==> config.mk <==
export PLATFORM = sky130hd
export DESIGN_NAME = perf_counter_bank_flat
export DESIGN_NICKNAME = d
export VERILOG_FILES = /design/src/rtl/perf_counter_bank_if.sv /design/src/rtl/perf_counter_bank.sv /design/src/flat_wrapper.sv
export SDC_FILE = /design/constraint.sdc
export NUM_CORES = 1
export LEC_CHECK = 0
export BUFFER_PORTS_ARGS = -buffer_cell sky130_fd_sc_hd__clkbuf_2
export CORE_ASPECT_RATIO = 0.9
export CORE_MARGIN = 1.5
export CORE_UTILIZATION = 55
export DETAILED_ROUTE_END_ITERATION = 8
export MAX_ROUTING_LAYER = met4
export PLACE_DENSITY = 0.84
export SLEW_MARGIN = 20
export SYNTH_ARGS = -nofsm -noshare
export SYNTH_HDL_FRONTEND = slang
export SYNTH_SLANG_ARGS = --single-unit
==> constraint.sdc <==
create_clock -name clk -period 5.22 [get_ports clk]
set_clock_uncertainty 0.1 [all_clocks]
set_input_delay 0.522 -clock clk [delete_from_list [all_inputs] [get_ports clk]]
set_output_delay 0.522 -clock clk [all_outputs]
set_load 0.05 [all_outputs]
==> src/rtl/perf_counter_bank_if.sv <==
// perf_counter_bank_if: MEM-stage access bus (address/read/write/wdata from the CPU; select, pass-through, read data and response from the bank)
interface perf_counter_bank_if;
  logic [31:0] mem_address;
  logic        mem_read;
  logic        mem_write;
  logic [31:0] mem_wdata;
  logic        ctr_sel;
  logic        pass_read;
  logic        pass_write;
  logic [31:0] ctr_rdata;
  logic        ctr_resp;
  modport master (
    output mem_address, mem_read, mem_write, mem_wdata,
    input  ctr_sel, pass_read, pass_write, ctr_rdata, ctr_resp
  );
  modport slave (
    input  mem_address, mem_read, mem_write, mem_wdata,
    output ctr_sel, pass_read, pass_write, ctr_rdata, ctr_resp
  );
endinterface

==> src/rtl/perf_counter_bank.sv <==
// perf_counter_bank: memory-mapped perf counters (clk, rst, event_inc strobes, bus slave port); define PERF_SATURATE_EN for saturating counters
module perf_counter_bank #(
  parameter int          NUM_COUNTERS = 8,
  parameter int          CNT_WIDTH    = 32,
  parameter logic [31:0] BASE_ADDR    = 32'h0000_0000
) (
  input  logic                    clk,
  input  logic                    rst,
  input  logic [NUM_COUNTERS-1:0] event_inc,
  perf_counter_bank_if.slave      bus
);
`ifdef PERF_SATURATE_EN
  localparam bit SAT = 1'b1;
`else
  localparam bit SAT = 1'b0;
`endif
  localparam int N = NUM_COUNTERS;
  logic [CNT_WIDTH-1:0] cnt [N];
  logic [N-1:0]         ovf, ovf_set;
  logic                 freeze, resp;
  logic [31:0]          diff, rword, rdata;
  logic [29:0]          k;
  logic                 unused_lsb;
  logic                 wr, acc, ctrl_wr, ovf_wr, clear;
  assign diff            = bus.mem_address - BASE_ADDR;
  assign k               = diff[31:2];
  assign unused_lsb      = ^diff[1:0];
  assign bus.ctr_sel     = diff < 32'(4 * (N + 2));
  assign bus.pass_read   = bus.mem_read & ~bus.ctr_sel;
  assign bus.pass_write  = bus.mem_write & ~bus.ctr_sel;
  assign bus.ctr_rdata   = rdata;
  assign bus.ctr_resp    = resp;
  assign wr      = bus.ctr_sel & bus.mem_write;
  assign acc     = bus.ctr_sel & (bus.mem_read | bus.mem_write);
  assign ctrl_wr = wr && k == 30'(N);
  assign ovf_wr  = wr && k == 30'(N + 1);
  assign clear   = ctrl_wr & bus.mem_wdata[1];
  always_comb begin
    rword = '0;
    for (int i = 0; i < N; i++) rword = k == 30'(i) ? 32'(cnt[i]) : rword;
    rword = k == 30'(N) ? {31'b0, freeze} : rword;
    rword = k == 30'(N + 1) ? 32'(ovf) : rword;
  end
  // an overflow only counts when the increment actually lands (not dropped by a CPU write)
  always_comb begin
    ovf_set = '0;
    for (int i = 0; i < N; i++)
      ovf_set[i] = event_inc[i] & ~freeze & (&cnt[i]) & ~(wr && k == 30'(i));
  end
  always_ff @(posedge clk) begin
    if (rst) begin
      for (int i = 0; i < N; i++) cnt[i] <= '0;
      ovf    <= '0;
      freeze <= 1'b0;
      resp   <= 1'b0;
      rdata  <= '0;
    end else begin
      resp   <= acc;
      rdata  <= acc ? rword : rdata;
      freeze <= ctrl_wr ? bus.mem_wdata[0] : freeze;
      for (int i = 0; i < N; i++)
        cnt[i] <= clear ? '0 :
                  (wr && k == 30'(i)) ? bus.mem_wdata[CNT_WIDTH-1:0] :
                  (event_inc[i] && !freeze) ? ((SAT && (&cnt[i])) ? cnt[i] : cnt[i] + CNT_WIDTH'(1)) :
                  cnt[i];
      ovf <= clear ? '0 : (ovf & ~(ovf_wr ? bus.mem_wdata[N-1:0] : '0)) | ovf_set;
    end
  end
endmodule

==> src/flat_wrapper.sv <==
// flat-port wrapper written by rule: the top's interface ports become plain ports
module perf_counter_bank_flat 
#(
  parameter int          NUM_COUNTERS = 8,
  parameter int          CNT_WIDTH    = 32,
  parameter logic [31:0] BASE_ADDR    = 32'h0000_0000
)
  (clk, rst, event_inc, bus_mem_address, bus_mem_read, bus_mem_write, bus_mem_wdata, bus_ctr_sel, bus_pass_read, bus_pass_write, bus_ctr_rdata, bus_ctr_resp);
  perf_counter_bank_if bus_i ();
  input  logic clk;
  input  logic rst;
  input  logic [NUM_COUNTERS-1:0] event_inc;
  input wire logic [$bits(bus_i.mem_address)-1:0] bus_mem_address;
  input wire logic [$bits(bus_i.mem_read)-1:0] bus_mem_read;
  input wire logic [$bits(bus_i.mem_write)-1:0] bus_mem_write;
  input wire logic [$bits(bus_i.mem_wdata)-1:0] bus_mem_wdata;
  output wire logic [$bits(bus_i.ctr_sel)-1:0] bus_ctr_sel;
  output wire logic [$bits(bus_i.pass_read)-1:0] bus_pass_read;
  output wire logic [$bits(bus_i.pass_write)-1:0] bus_pass_write;
  output wire logic [$bits(bus_i.ctr_rdata)-1:0] bus_ctr_rdata;
  output wire logic [$bits(bus_i.ctr_resp)-1:0] bus_ctr_resp;
  assign bus_i.mem_address = bus_mem_address;
  assign bus_i.mem_read = bus_mem_read;
  assign bus_i.mem_write = bus_mem_write;
  assign bus_i.mem_wdata = bus_mem_wdata;
  assign bus_ctr_sel = bus_i.ctr_sel;
  assign bus_pass_read = bus_i.pass_read;
  assign bus_pass_write = bus_i.pass_write;
  assign bus_ctr_rdata = bus_i.ctr_rdata;
  assign bus_ctr_resp = bus_i.ctr_resp;
  perf_counter_bank #(.NUM_COUNTERS(NUM_COUNTERS), .CNT_WIDTH(CNT_WIDTH), .BASE_ADDR(BASE_ADDR)) u_core (.clk(clk), .rst(rst), .event_inc(event_inc), .bus(bus_i));
endmodule
==> flow_summary.ini <==
[detailed_routing]
final_antenna_net_count = 0
route.detailed.drc = 0
wire_per_inst_um = 24.2
dr.pass1.iters = 9
drtIter0Drc = 2463
routed_via_density = 6.80
vias = 18300
finalWirelength_mm = 65.3

[global_routing]
antenna_found_initial = 1
grt_pass1_vias = 16600
grt_start_max_net_pins = 65
grt_pass1_wl_mm = 98.0
gr-total-overflow = 0
grtUsageTotal_pct = 40.4

[floorplanning]
core_mm2 = 0.0311
die_h_um = 172
start_util_pct = 56.2
dieWidth_um = 191
io_pins = 112
num_rows = 61
dieArea_mm2 = 0.0329

[timing]
maxSlewViolCount = 0
timing.final.crit_period_ns = 3.44
setup_viol = 0
slew_headroom_pct = 25.3
fin_ws_ns = 1.78
hold_viol_final = 0
fmax_ghz = 0.291
hold_ws_ns = 0.313
worst_pin_slew_ns = 1.11
setup_tns_ns = 0
grt_setup_unrepaired = no
period_share_pct = 65.9

[cts]
clkTransAtPathRegs_ns = 0.06
clk_path_buf_depth = 3
clock_latency_ns = 0.54
cts-root-buf = clkbuf_16
cts_sinks = 298
cts_resized = 0
cts_setup_buffers = 0
hold_buffers = 0
htree_levels = 2
cts_buffers = 35
cts_tree = done

[finish]
nets = 2344
syn_to_final_growth_pct = 11.5
finalNonFillerCells = 2695
n_fill_cell = 2740
multi_input_area_mm2 = 0.0108
drive_gt1_share_pct = 11.1
post-route-util_pct = 62.7
register_area_mm2 = 0.00597

[logic_synthesis]
synth_top_cell_area_share_pct = 34.1
synth_area_per_cell_um2 = 7.81
syn_inst = 2242
syn_area_mm2 = 0.0175
ys_seq_elements = 298
async_reset_ff_share_pct = 0
synth_warnings = 0
ys.flop_type = dfxtp_1
synth.net_count = 2326
synth_cell_types = 65
seq_area_frac_synth_pct = 34.1
synth_edf_count = 0
synth_top_area_cell = dfxtp_1
synth_area_leaders = dfxtp_1, xor2_1, xnor2_1, a211oi_1, o21ai_0

[critical_path]
crit_fanout = 13
endpoint_kind = output port
reg2reg_depth = 6
r2r_setup_slack_ns = 1.86
crit_type = input pin to output port
cp.arrival_ns = 2.82
worstSetupStartpointType = input pin
required_ns = 4.60

[placed_design]
dp_hpwl_mm = 46.0
place_congestion = 1.00
pre_cts_ws_ns = 1.46
place_inst = 2631
portBuffers = 109

[power_and_ir_drop]
powerDensity_mw_per_mm2 = 269
ir_drop_mv = 0.309
leakagePower_nw = 6.45

[worst_hold_path]
hp-class = input pin to register
hold_depth = 3

[job]
drv_cap = 0

[run_status]
outcome = finished, final reports clean
[synth_stat cells, drive strengths merged (4+ instances only)]
library cell  number
a211oi           132
a21oi            151
a22o               4
a22oi             38
a2bb2oi           14
a31oi             19
and2              21
and3              41
and4              42
buf               42
clkbuf           129
dfxtp            298
ha                 8
inv               36
mux2              11
mux2i             22
mux4               5
nand2            168
nand3             87
nand4             88
nor2             241
nor2b             14
nor3              63
nor4              34
o2111a             5
o21a               4
o21ai            218
o22ai              6
or3                6
or4                5
xnor2            121
xor2             126
[layout make-up]
class / count / share of cell area (%)
multi-input cells: 1737 / 55.1
flip-flops and latches: 298 / 30.6
clock buffers: 51 / 5.46
repair buffers: 152 / 4.62
well taps: 409 / 2.62
clock inverters: 11 / 0.885
inverters: 36 / 0.693
diodes: 1 / 0.0128
[worst paths after layout]
path                                                 end                     start
worst min register to register  u_core.bus.ctr_rdata[14]  u_core.bus.ctr_rdata[14]
worst max-delay path                      bus_pass_write        bus_mem_address[9]
worst max register to register             u_core.ovf[3]             u_core.freeze
worst min-delay path                    u_core.cnt[0][2]          bus_mem_wdata[2]
[power breakdown]
part | switching (mW) | leakage, nW | internal [mW]
clock network | 1.03 | 0.611 | 1.62
logic | 0.207 | 3.43 | 0.0829
registers | 0.0208 | 2.40 | 2.29
[per-stage QoR]
step	total power, mW	instance area, um2
after floorplan	2.50	17500
after global placement	2.62	18200
after detailed placement	2.63	18200
after CTS	5.23	19500
after global routing	5.35	19500
final	5.25	19500
[worst max-delay path, stage by stage]
cell      delay, ns
clkbuf_2       0.12
nor4_4         0.51
nand3_1        0.58
nor2_1         0.49
nand2_1        0.17
and2_1         0.19
clkbuf_2       0.23
[per-layer routing]
metal | up-vias | global-route usage [%] | routed length [um] | share of wire, %
li1 | 8163 | - | - | -
met5 | - | - | 0 | 0
met4 | 0 | 19.5 | 3490 | 5.4
met3 | 243 | 6.47 | 8120 | 12
met1 | 8692 | 53.7 | 25900 | 40
met2 | 1225 | 59.6 | 27800 | 43
[cells by family (layout without fill, tap and decap cells)]
kind of cell	Yosys count	count (layout)	synth area share, %
AOI/OAI and AO/OA	617	617	21.5
DFF	298	298	34.1
muxes	38	38	2.61
and+or+nand+nor	827	827	24.2
xor gates and xnor gates	247	247	12.4
adders and majority gates	8	8	0.572
other	0	1	0
buffers and inverters	207	250	4.75
[flip-flops by register name (all words and copies together), names as in the netlist]
| signal | count |
|---|---|
| u_core.bus.ctr_rdata | 32 |
| u_core.ovf | 8 |
| u_core.bus.ctr_resp | 1 |
| u_core.freeze | 1 |
| u_core.cnt | 256 |
[layout by cell type (no fill, tap or decap), drive strengths merged, types with 5 or more instances in the layout]
cell type / synthesis / final
and2: 21 / 21
a211oi: 132 / 132
nand3: 87 / 87
nand2: 168 / 168
o21ai: 218 / 218
a31oi: 19 / 19
a22oi: 38 / 38
xnor2: 121 / 121
nor3: 63 / 63
dfxtp: 298 / 298
clkbuf: 129 / 159
ha: 8 / 8
a21oi: 151 / 151
nor4: 34 / 34
mux4: 5 / 5
mux2i: 22 / 22
or3: 6 / 6
o2111a: 5 / 5
a2bb2oi: 14 / 14
nand4: 88 / 88
xor2: 126 / 126
mux2: 11 / 11
nor2: 241 / 241
or4: 5 / 5
o22ai: 6 / 6
and4: 42 / 42
nor2b: 14 / 14
buf: 42 / 44
inv: 36 / 39
and3: 41 / 41
No activity file was read; power rests on OpenSTA's default activity.
